File: src/rtl/ms_wb_arb_pkg.sv
// ms_wb_arb_pkg
// Shared definitions for the two-master Wishbone arbiter.
// Contents:
//   state_t         - arbiter states (IDLE, BUSY)
//   TO_DATA_DEFAULT - read data handed back on a timed-out transfer
//   TO_CNT_W        - width of the watchdog counter
package ms_wb_arb_pkg;

    typedef enum logic [0:0] {
        IDLE = 1'b0,
        BUSY = 1'b1
    } state_t;

    localparam logic [31:0] TO_DATA_DEFAULT = 32'hDEADBEEF;
    localparam int          TO_CNT_W        = 16;

endpackage

File: src/rtl/ms_wb_watchdog.sv
// ms_wb_watchdog
// Saturating bus watchdog counter used by the arbiter.
// Ports:
//   clk  in  - clock, rising edge
//   rst  in  - asynchronous active-high reset
//   clr  in  - synchronous clear (takes priority over en)
//   en   in  - count enable
//   hit  out - high while the count equals TIMEOUT-1
module ms_wb_watchdog
    import ms_wb_arb_pkg::*;
#(
    parameter int TIMEOUT = 255
) (
    input  logic clk,
    input  logic rst,
    input  logic clr,
    input  logic en,
    output logic hit
);

    localparam logic [TO_CNT_W-1:0] HIT_VAL = TO_CNT_W'(TIMEOUT - 1);

    logic [TO_CNT_W-1:0] cnt;

    // Saturate at all-ones so a stuck enable can never wrap back to a
    // value that would look like a fresh transfer.
    always_ff @(posedge clk or posedge rst) begin
        if (rst) begin
            cnt <= '0;
        end else if (clr) begin
            cnt <= '0;
        end else if (en && (cnt != {TO_CNT_W{1'b1}})) begin
            cnt <= cnt + 1'b1;
        end
    end

    assign hit = (cnt == HIT_VAL);

endmodule

File: src/rtl/ms_wb_arb2.sv
// ms_wb_arb2
// Two-master to one-slave Wishbone arbiter with round-robin grant per
// transfer and a watchdog that terminates stalled transfers.
// Ports:
//   clk_i, rst_i            - clock and asynchronous active-high reset
//   m0_* / m1_*             - Wishbone master-side ports (cyc/stb/we/sel/adr/dat in,
//                             dat/ack out)
//   s_*                     - Wishbone slave-side port
//   gnt_o                   - one-hot grant, 00 when idle
//   to_o                    - one-cycle pulse on a watchdog timeout
module ms_wb_arb2
    import ms_wb_arb_pkg::*;
#(
    parameter int          TIMEOUT = 255,
    parameter logic [31:0] TO_DATA = TO_DATA_DEFAULT
) (
    input  logic        clk_i,
    input  logic        rst_i,
    input  logic        m0_cyc_i,
    input  logic        m0_stb_i,
    input  logic        m0_we_i,
    input  logic [3:0]  m0_sel_i,
    input  logic [31:0] m0_adr_i,
    input  logic [31:0] m0_dat_i,
    output logic [31:0] m0_dat_o,
    output logic        m0_ack_o,
    input  logic        m1_cyc_i,
    input  logic        m1_stb_i,
    input  logic        m1_we_i,
    input  logic [3:0]  m1_sel_i,
    input  logic [31:0] m1_adr_i,
    input  logic [31:0] m1_dat_i,
    output logic [31:0] m1_dat_o,
    output logic        m1_ack_o,
    output logic        s_cyc_o,
    output logic        s_stb_o,
    output logic        s_we_o,
    output logic [3:0]  s_sel_o,
    output logic [31:0] s_adr_o,
    output logic [31:0] s_dat_o,
    input  logic [31:0] s_dat_i,
    input  logic        s_ack_i,
    output logic [1:0]  gnt_o,
    output logic        to_o
);

    state_t      state;
    logic [1:0]  gnt;
    logic        rr_ptr;

    logic        req0;
    logic        req1;
    logic        busy;
    logic        fwd_cyc;
    logic        fwd_stb;
    logic        ack_ok;
    logic        hit;
    logic        timeout;
    logic        done;
    logic [1:0]  next_gnt;

    assign req0 = m0_cyc_i & m0_stb_i;
    assign req1 = m1_cyc_i & m1_stb_i;
    assign busy = (state == BUSY);

    // Forward the granted master's request to the slave. gnt is only
    // non-zero in BUSY, so the slave side reads all zeros while idle.
    always_comb begin
        fwd_cyc = 1'b0;
        fwd_stb = 1'b0;
        s_we_o  = 1'b0;
        s_sel_o = 4'h0;
        s_adr_o = 32'h0;
        s_dat_o = 32'h0;
        if (gnt[0]) begin
            fwd_cyc = m0_cyc_i;
            fwd_stb = m0_stb_i;
            s_we_o  = m0_we_i;
            s_sel_o = m0_sel_i;
            s_adr_o = m0_adr_i;
            s_dat_o = m0_dat_i;
        end else if (gnt[1]) begin
            fwd_cyc = m1_cyc_i;
            fwd_stb = m1_stb_i;
            s_we_o  = m1_we_i;
            s_sel_o = m1_sel_i;
            s_adr_o = m1_adr_i;
            s_dat_o = m1_dat_i;
        end
    end

    // A real slave ack beats a watchdog hit in the same cycle.
    assign ack_ok  = busy & s_ack_i & fwd_cyc & fwd_stb;
    assign timeout = busy & hit & ~ack_ok;
    assign done    = ack_ok | ~fwd_cyc | timeout;

    assign s_cyc_o  = fwd_cyc & ~timeout;
    assign s_stb_o  = fwd_stb & ~timeout;
    assign m0_ack_o = gnt[0] & (ack_ok | timeout);
    assign m1_ack_o = gnt[1] & (ack_ok | timeout);
    assign m0_dat_o = timeout ? TO_DATA : s_dat_i;
    assign m1_dat_o = timeout ? TO_DATA : s_dat_i;
    assign gnt_o    = gnt;
    assign to_o     = timeout;

    // Grant choice from IDLE: a lone requester wins, a tie goes to rr_ptr.
    always_comb begin
        next_gnt = 2'b00;
        if (req0 && req1) begin
            next_gnt = rr_ptr ? 2'b10 : 2'b01;
        end else if (req0) begin
            next_gnt = 2'b01;
        end else if (req1) begin
            next_gnt = 2'b10;
        end
    end

    // Every transfer end (ack, abort or timeout) returns to IDLE for one
    // cycle and hands priority to the master that was not just served.
    always_ff @(posedge clk_i or posedge rst_i) begin
        if (rst_i) begin
            state  <= IDLE;
            gnt    <= 2'b00;
            rr_ptr <= 1'b0;
        end else if (!busy) begin
            if (next_gnt != 2'b00) begin
                state <= BUSY;
                gnt   <= next_gnt;
            end
        end else if (done) begin
            state  <= IDLE;
            gnt    <= 2'b00;
            rr_ptr <= gnt[0];
        end
    end

    ms_wb_watchdog #(
        .TIMEOUT(TIMEOUT)
    ) u_watchdog (
        .clk(clk_i),
        .rst(rst_i),
        .clr(~busy & (req0 | req1)),
        .en (busy & ~ack_ok),
        .hit(hit)
    );

endmodule

File: config.mk
export PLATFORM = sky130hd
export DESIGN_NAME = ms_wb_arb2
export DESIGN_NICKNAME = d
export VERILOG_FILES = /design/src/rtl/ms_wb_arb_pkg.sv /design/src/rtl/ms_wb_watchdog.sv /design/src/rtl/ms_wb_arb2.sv
export SDC_FILE = /design/constraint.sdc
export NUM_CORES = 1
export LEC_CHECK = 0
export BUFFER_PORTS_ARGS = -buffer_cell sky130_fd_sc_hd__buf_2
export CAP_MARGIN = 10
export CORE_AREA = 2 2 124 126
export DETAILED_ROUTE_END_ITERATION = 8
export DIE_AREA = 0 0 126 128
export HOLD_SLACK_MARGIN = 0.03
export PLACE_DENSITY_LB_ADDON = 0.08
export SLEW_MARGIN = 20
export SYNTH_ARGS = -nofsm -noshare
export SYNTH_HDL_FRONTEND = slang
export SYNTH_SLANG_ARGS = --single-unit
File: constraint.sdc
create_clock -name clk_i -period 3.8 [get_ports clk_i]
set_input_delay 0.95 -clock clk_i [delete_from_list [all_inputs] [get_ports clk_i]]
set_output_delay 0.95 -clock clk_i [all_outputs]
set_load 0.02 [all_outputs]
==> impl.org, run 1 <==
** Critical path
- Critical Path Fanout Max :: 6
- The worst setup path is launched from a flip-flop.
- Crit. Startpoint :: u_watchdog.cnt[0]$_DFFE_PP0P_
- Worst path required time :: 2.85 ns
- The startpoint identified for the worst register-to-register timing path is u_watchdog.cnt[0]$_DFFE_PP0P_.
- Register-to-Register Path Depth :: 6
- Minimum setup slack among reg-to-reg paths :: 1.52 ns
- STA classifies the critical path endpoint as an output port.
- Critical path class :: reg -> out
- CP Data Arrival Time :: 2.48 ns
- Capturing point of the worst reg2reg path :: gnt_o[1]$_DFFE_PP0P_

** CTS
- TritonCTS clock tree :: yes
- Number of H-tree levels :: 1
- Clock slew at the register clock pins of the worst setup and hold paths :: 0.06 ns
- Setup fix buffers added after clock tree synthesis :: 0
- TritonCTS buffer count :: 3
- Resized Gates After CTS :: 0
- The cell sitting at the root of the clock tree is a sky130_fd_sc_hd__clkbuf_16.
- Clock net sink count :: 20
- In this run, post-CTS hold repair placed 0 buffers.
- Max Buffers Root-to-Sink :: 2
- Latest clock arrival within the worst-skew pair :: 0.26 ns

** Route
- The routed layout has 3,450 vias.
- Via density :: 4.56
- Post-route antenna net violation count :: 0
- For this run, design rule violations remaining after detail routing come to 0.
- For this block, the routed nets add up to 13,100 µm of wire.
- Detailed-route wire length per cell :: 17.3 µm
- The first detailed-routing pass took 4 iterations.
- Detailed router's first-iteration violation count :: 111

** Timing
- The hold violation count in the final report is 0.
- Setup repair after global routing left no endpoint under its margin.
- The worst pin sits at a relative slew slack of 0.373.
- Setup tns final :: 0 ns
- Setup slack on the critical path of the routed design comes to 0.374 ns.
- Slew Limit Fails :: 0
- Dividing the final minimum period by the clock period gives 0.902.
- Worst-case clock skew :: 0.00459 ns
- The routed design could run at a clock period as short as 3.43 ns.
- Max Fclk :: 292 MHz
- Setup violations remaining at the end of the flow were counted as 0.
- For the pin with the worst max-slew slack, the measured transition is 0.937 ns.

** Placement
- HPWL after DPL :: 11,200 µm
- Count of port buffers added during placement :: 316
- Routability congestion estimate :: 0.778
- Placement Setup Slack :: 0.387 ns

** Yosys
- The cell area that synthesis handed to floorplanning was 2500 µm².
- Main synth FF type :: sky130_fd_sc_hd__dfrtp_1
- Ys async rst share :: 1.00
- Largest area contributor in the netlist :: sky130_fd_sc_hd__a22o_1
- Synthesis produced 300 cells.
- Synthesis produced a netlist with a net count of 479.
- Synth warn :: 0
- Sequential fraction of the synthesis area :: 0.201
- Of the post-synthesis cell area, the dominant cell type holds 0.242.
- After synthesis, the cell types taking the most area are sky130_fd_sc_hd__a22o_1 24%, sky130_fd_sc_hd__dfrtp_1 20%, sky130_fd_sc_hd__buf_4 9.6%.
- Number of library cell types mapped by synthesis :: 44
- Avg Cell Area, Syn :: 8.32 µm²
- After synthesis the netlist holds a flip-flop and latch count of 20.
- Number of enable flip-flop cells after synthesis :: 0

** Global routing
- Across every metal layer, demand over resource in global routing totals 0.147.
- The first global-routing pass estimated 18,500 µm of wire.
- The total overflow left after global routing is 0.
- The number of global-route vias before repair was 3,265.
- Entering global routing, the biggest net connects 50 pins.
- Initial antenna violation count :: 0

** Floorplan
- The floorplan has 45 rows.
- Boundary Pins :: 317
- Height of the die :: 128 µm
- Starting Density :: 0.168
- Die footprint :: 16,100 µm²
- The floorplan step set the die width to 126 µm.
- The region available for standard cell placement spans 14,900 µm².

** Hold path
- Hold worst-path end :: u_watchdog.cnt[5]$_DFFE_PP0P_
- HP Class :: reg -> reg
- In this run the most critical hold path is launched from u_watchdog.cnt[5]$_DFFE_PP0P_.
- Along the worst hold path, the cell count comes to 1.

** Final layout
- Counting the fill cells in the layout gives 1,653.
- Antenna Diode Count :: 0
- The area growth from synthesis to layout is 66.2%.
- At the end of the flow, the number of nets in the layout was 749.
- Of the cells placed in the final design, the portion with a size suffix greater than 1 is 0.633.

** Power and ir drop
- Reported leakage power :: 2.30 nW
- VDD IR-drop max :: 0.191 mV
- For this design the ratio of total power to cell area is 473 nW/µm².

** Run
- Number of max-cap violations :: 0

** Outcome
- Result of the run :: finished, final reports clean
-- critical path, cell delays in order (launching register included) --
cell and delay [ns]:
sky130_fd_sc_hd__dfrtp_1 0.44, sky130_fd_sc_hd__inv_1 0.10, sky130_fd_sc_hd__ha_1 0.14, sky130_fd_sc_hd__or4b_1 0.55, sky130_fd_sc_hd__nor4_2 0.41, sky130_fd_sc_hd__nand2_1 0.19
sky130_fd_sc_hd__a21oi_1 0.18, sky130_fd_sc_hd__buf_2 0.20
-- synthesized netlist by cell type, types with 2 or more instances --
library cell,n
sky130_fd_sc_hd__nor3_1,5
sky130_fd_sc_hd__o211ai_1,2
sky130_fd_sc_hd__ha_1,2
sky130_fd_sc_hd__a22o_1,69
sky130_fd_sc_hd__nor2b_1,12
sky130_fd_sc_hd__a221o_1,2
sky130_fd_sc_hd__nand2b_1,4
sky130_fd_sc_hd__dfrtp_1,20
sky130_fd_sc_hd__and4_1,2
sky130_fd_sc_hd__a21boi_0,2
sky130_fd_sc_hd__or2_2,25
sky130_fd_sc_hd__nand3b_1,3
sky130_fd_sc_hd__nor2_1,4
sky130_fd_sc_hd__o31ai_1,7
sky130_fd_sc_hd__and3b_1,2
sky130_fd_sc_hd__or4_1,7
sky130_fd_sc_hd__buf_2,4
sky130_fd_sc_hd__o311ai_0,3
sky130_fd_sc_hd__nor4_1,2
sky130_fd_sc_hd__and2_1,3
sky130_fd_sc_hd__mux2i_1,7
sky130_fd_sc_hd__inv_1,3
sky130_fd_sc_hd__nand3_1,7
sky130_fd_sc_hd__o41ai_1,2
sky130_fd_sc_hd__nand4_1,7
sky130_fd_sc_hd__clkbuf_1,21
sky130_fd_sc_hd__buf_4,32
sky130_fd_sc_hd__a21oi_1,8
sky130_fd_sc_hd__nand2_1,18
-- cell type report --
class,instances,area (µm²),area share
multi-input combinational,219,1650,0.397
timing repair buffer,323,1650,0.397
sequential,20,502,0.121
tap,188,235,0.0567
clock buffer,3,75.1,0.0181
clock inverter,1,30.0,0.00724
inverter,3,11.3,0.00271
-- worst max-delay path by stage --
stage	endpoint	cells after the start	slack, ns
floorplan	m1_dat_o[19]	6	0.42
global placement	m0_dat_o[0]	7	0.43
detailed placement	m0_dat_o[0]	7	0.39
CTS	m0_ack_o	7	0.30
global route	m0_ack_o	7	0.19
finish	m0_ack_o	7	0.37
-- layout by cell type, fill, tap and decap left out, types with 2 or more instances in the layout --
master	Yosys	routed
sky130_fd_sc_hd__a21boi_0	2	2
sky130_fd_sc_hd__a21oi_1	8	8
sky130_fd_sc_hd__a221o_1	2	2
sky130_fd_sc_hd__a22o_1	69	69
sky130_fd_sc_hd__and2_1	3	3
sky130_fd_sc_hd__and3b_1	2	2
sky130_fd_sc_hd__and4_1	2	2
sky130_fd_sc_hd__buf_2	4	316
sky130_fd_sc_hd__buf_4	32	6
sky130_fd_sc_hd__clkbuf_16	0	3
sky130_fd_sc_hd__dfrtp_1	20	19
sky130_fd_sc_hd__ha_1	2	2
sky130_fd_sc_hd__inv_1	3	3
sky130_fd_sc_hd__mux2i_1	7	7
sky130_fd_sc_hd__nand2_1	18	18
sky130_fd_sc_hd__nand2b_1	4	4
sky130_fd_sc_hd__nand3_1	7	7
sky130_fd_sc_hd__nand3b_1	3	3
sky130_fd_sc_hd__nand4_1	7	7
sky130_fd_sc_hd__nor2_1	4	4
sky130_fd_sc_hd__nor2b_1	12	11
sky130_fd_sc_hd__nor3_1	5	5
sky130_fd_sc_hd__nor4_1	2	2
sky130_fd_sc_hd__o211ai_1	2	2
sky130_fd_sc_hd__o311ai_0	3	3
sky130_fd_sc_hd__o31ai_1	7	7
sky130_fd_sc_hd__o41ai_1	2	2
sky130_fd_sc_hd__or2_2	25	25
sky130_fd_sc_hd__or4_1	7	7
-- through the flow --
stage | power (W) | utilization | area (µm²) | hold WS, ns | cells
2_1_floorplan | 0.00116 | - | 2500 | 0.503 | 300
3_3_place_gp | 0.00168 | 0.272 | 4040 | 0.552 | 753
6_report | 0.00196 | 0.279 | 4150 | 0.559 | 757
5_1_grt | 0.00208 | 0.279 | 4150 | 0.588 | 757
3_5_place_dp | 0.00168 | 0.272 | 4040 | 0.554 | 753
4_1_cts | 0.00199 | 0.279 | 4150 | 0.563 | 757
-- state kept, by name, indices dropped and copies added, names as in the netlist --
register,cells
u_watchdog.cnt,16
gnt_o,2
rr_ptr,1
busy,1
-- cell families (layout without fill, tap and decap cells) --
logic type,count (synthesis),after routing,synth area share
multiplexers,8,8,0.0326
AO/OA/AOI/OAI,102,102,0.349
flip-flops,20,20,0.201
adder cells (fa/ha/maj),2,2,0.0100
AND/OR/NAND/NOR,107,107,0.266
buffers and inverters,61,330,0.142
-- report_power, final --
part | total [W] | switching [W] | internal, W | leakage, nW
Clock | 0.000301 | 0.0000916 | 0.000209 | 0.0511
Sequential | 0.000298 | 0.0000580 | 0.000240 | 0.271
Combinational | 0.00136 | 0.000849 | 0.000513 | 1.98
-- routing by layer --
layer,vias up,GRT usage,part of all wire
met2,185,0.278,0.53
met4,0,0.0343,0.014
met1,1587,0.169,0.38
li1,1670,-,-
met5,-,0,0
met3,8,0.0313,0.075
No activity file was read; power rests on OpenSTA's default activity.
==> run 2: changes to the inputs <==
ABC_AREA = 1   (was default)
CORE_AREA = 2 2 122 124   (was 2 2 124 126)
DIE_AREA = 0 0 124 126   (was 0 0 126 128)
GPL_TIMING_DRIVEN = 0   (was default)
==> impl.org, run 2 <==
** Yosys
- Syn_nets :: 549
- Yosys reg bits :: 20
- Largest area contributor in the netlist :: sky130_fd_sc_hd__a22o_1
- The synthesized design contains 0 enable-type register cells.
- Sequential fraction of the synthesis area :: 0.189
- Ranked by total cell area, the synthesized netlist is headed by sky130_fd_sc_hd__a22o_1 23%, sky130_fd_sc_hd__dfrtp_1 19%, sky130_fd_sc_hd__buf_4 9.4%.
- Ys async rst share :: 1.00
- Synth warn :: 0
- Avg Cell Area, Syn :: 7.15 µm²
- After technology mapping, the gate count stands at 370.
- Synthesis instantiated 28 different standard cells from the library.
- Main synth FF type :: sky130_fd_sc_hd__dfrtp_1
- Post-synth design cell area :: 2650 µm²
- The share of synthesized area in the top cell type comes to 0.228.
- The most common cell in the synthesized netlist is sky130_fd_sc_hd__a22o_1.
- By count the netlist is led by 69 x sky130_fd_sc_hd__a22o_1, 60 x sky130_fd_sc_hd__nand2_1, 33 x sky130_fd_sc_hd__buf_4.

** Timing
- Setup slack closes at 0.517 ns.
- Max Fclk :: 305 MHz
- At the pin with the least slew margin, the transition time is 0.878 ns.
- Number of endpoints failing setup at the final stage :: 0
- Final period demand of the worst path :: 3.28 ns
- The hold violation count in the final report is 0.
- Measured against its own limit, the worst slew margin works out to 0.414.
- Share of the cycle needed by the critical path after routing :: 0.864
- Worst-case clock skew :: 0.00431 ns
- Slew Limit Fails :: 0
- Setup tns final :: 0 ns
- Setup repair after global routing left no endpoint under its margin.

** Critical path
- Cells along the critical path :: buf_2 > nand3_1 > nand2_1 > nand3_2 > clkinv_1 > nor2_4 > buf_6 > or2_1 > buf_4 > buf_2
- Top cell by count, worst path :: sky130_fd_sc_hd__buf_2
- Of all nets on the critical path, the largest fanout is 10.
- For this run, the slowest stage of the critical path takes 0.22 ns.
- Element type at the critical path start :: input pin
- CP Data Arrival Time :: 2.33 ns
- The worst setup path is captured at an output port.
- Worst path required time :: 2.85 ns
- The setup path with the least slack is of type in -> out.
- Grouping stages by cell kind, the critical path spends the most delay in simple AND/OR/NAND/NOR gates.
- Critical path buffers and inverters :: 5
- Crit. Startpoint :: m1_cyc_i
- The startpoint identified for the worst register-to-register timing path is u_watchdog.cnt[1]$_DFFE_PP0P_.
- Slowest stage cell, crit path :: sky130_fd_sc_hd__nor2_4

** CTS
- The number of hold buffers added after CTS was 0.
- TritonCTS built the clock tree.
- The root buffer cell chosen for the clock tree is sky130_fd_sc_hd__clkbuf_16.
- Setup fix buffers added after clock tree synthesis :: 0
- Max Buffers Root-to-Sink :: 2
- CTS built an H-tree with a depth of 1.
- Resized Gates After CTS :: 0
- Clock slew at the register clock pins of the worst setup and hold paths :: 0.06 ns
- Latest clock arrival within the worst-skew pair :: 0.26 ns
- TritonCTS buffer count :: 3
- Counting every sink on the clock net gives 20.

** Global routing
- Largest net degree at the start of global routing :: 21
- Gr usage total :: 0.211
- First-pass GRT wire length :: 23,700 µm
- Initial antenna violation count :: 2
- The total overflow left after global routing is 0.
- The number of global-route vias before repair was 3,727.

** Final layout
- The finished layout holds 876 standard cells, fillers aside.
- Leading cell type in the layout, fill and taps excluded :: sky130_fd_sc_hd__buf_2
- Post-synthesis to final-layout area growth :: 72.6%
- Fraction of layout instances using a drive strength above 1 :: 0.559
- In the layout the commonest cells are 322 x sky130_fd_sc_hd__buf_2, 69 x sky130_fd_sc_hd__a22o_1, 60 x sky130_fd_sc_hd__nand2_1.
- Register with the most flip-flops :: u_watchdog.cnt
- After the last flow step, the layout net total stands at 870.
- The register with the most flip-flops in the layout has 16 of them.

** Power and ir drop
- The worst-case IR drop observed on VDD is 0.196 mV.
- For this design the ratio of total power to cell area is 428 nW/µm².
- Reported leakage power :: 2.68 nW

** Route
- For this block, the via count after detailed routing is 3,858.
- Sum of routed wire length over all layers :: 17,500 µm
- In this run the remaining antenna-violating nets after routing total 0.
- The first routing iteration left 212 violations.
- After detailed routing, the number of remaining DRC violations is 0.
- Via density :: 4.40
- Number of iterations in the first detailed-routing pass :: 4
- Detailed-route wire length per cell :: 19.9 µm

** Hold path
- HP Class :: reg -> reg
- Hold_sp :: rr_ptr$_DFFE_PP0P_

** Floorplan
- 317 I/O pins were placed.
- Height of the die :: 126 µm
- Die X :: 124 µm
- Die footprint :: 15,600 µm²
- The initialized floorplan defines 44 standard-cell rows.
- The initial utilization of the core area, before any placement, comes to 0.185.
- After floorplanning, the core was sized to cover 14,300 µm².

** Placement
- After legalization and detailed placement, the total HPWL measured 15,400 µm.
- The congestion estimate from routability-driven global placement came to 1.00.
- Port buffering added 316 buffers.
- After detailed placement, the design holds a cell count of 870.
- Placement Setup Slack :: 0.474 ns

** Run
- Number of max-cap violations :: 0

** Outcome
- The flow ran to the end, and the final reports show no timing, DRC or antenna violations.
## run 2: cell types whose count changed after synthesis, sizes merged, moves of 5 or more
cell	before	now
buf	37	44
clkbuf	21	12
inv	3	23
mux2i	7	0
nand2	18	66
nand3	7	34
nand3b	3	9
nor2	4	39
nor2b	12	0
o31ai	7	0
or4	7	0
xor2	0	5
## run 2: stage by stage
step / util / hold WS, ns / total power, W / instance area (µm²)
2_1_floorplan: - / 0.469 / 0.00109 / 2650
3_3_place_gp: 0.311 / 0.492 / 0.00166 / 4460
3_5_place_dp: 0.311 / 0.503 / 0.00165 / 4460
4_1_cts: 0.319 / 0.519 / 0.00196 / 4560
5_1_grt: 0.319 / 0.552 / 0.00209 / 4560
6_report: 0.319 / 0.528 / 0.00196 / 4570
## run 2: logic make-up (layout without fill, tap and decap cells)
family          after synthesis  after routing  share of synthesized area
other cells                   0              2                          0
flops                        20             20                      0.189
simple gates                180            180                      0.346
buf+inv                      81            401                      0.179
xor+xnor                      8              8                     0.0265
fa+ha+maj                     2              2                    0.00945
compound gates               79             79                      0.251
## run 2: tightest hold or removal path: cells and delay by family (launching register included)
family           cells  cell delay (ns)
AO/OA/AOI/OAI        1             0.07
AND/OR/NAND/NOR      1             0.05
flip-flops           1             0.36
## run 2: area by class of cell
type                       instances  area (µm²)
buffer                            56         379
antenna                            2        5.00
inverter                          25        93.8
clock inverter                     1        30.0
timing repair buffer             316        1580
tap                              184         230
sequential                        20         500
multi-input combinational        269        1670
clock buffer                       3        75.1
fill                            1590        9750
## run 2: per-layer routing
layer | global-route usage | routed length, µm | part of all wire | vias to the layer above
met2 | 0.313 | 7430 | 0.43 | 216
li1 | - | - | - | 1890
met5 | 0 | 0 | 0 | -
met3 | 0.112 | 2840 | 0.16 | 12
met1 | 0.281 | 7080 | 0.40 | 1740
met4 | 0.0225 | 134 | 0.0077 | 0
## run 2: worst paths after layout
check / end / slack [ns] / depth (start not counted)
min reg2reg: rr_ptr$_DFFE_PP0P_ / 0.53 / 2
min: rr_ptr$_DFFE_PP0P_ / 0.53 / 2
max in group asynchronous: u_watchdog.cnt[9]$_DFFE_PP0P_ / 2.39 / 2
max: m1_dat_o[30] / 0.52 / 10
max reg2reg: u_watchdog.cnt[4]$_DFFE_PP0P_ / 2.06 / 9
min in group asynchronous: u_watchdog.cnt[4]$_DFFE_PP0P_ / 0.87 / 2
## run 2: where the power goes
group | leakage, nW | switching, W | internal (W)
sequential | 0.271 | 0.0000321 | 0.000242
combinational | 2.36 | 0.000901 | 0.000481
clock | 0.0511 | 0.0000897 | 0.000209
total | 2.68 | 0.00102 | 0.000932
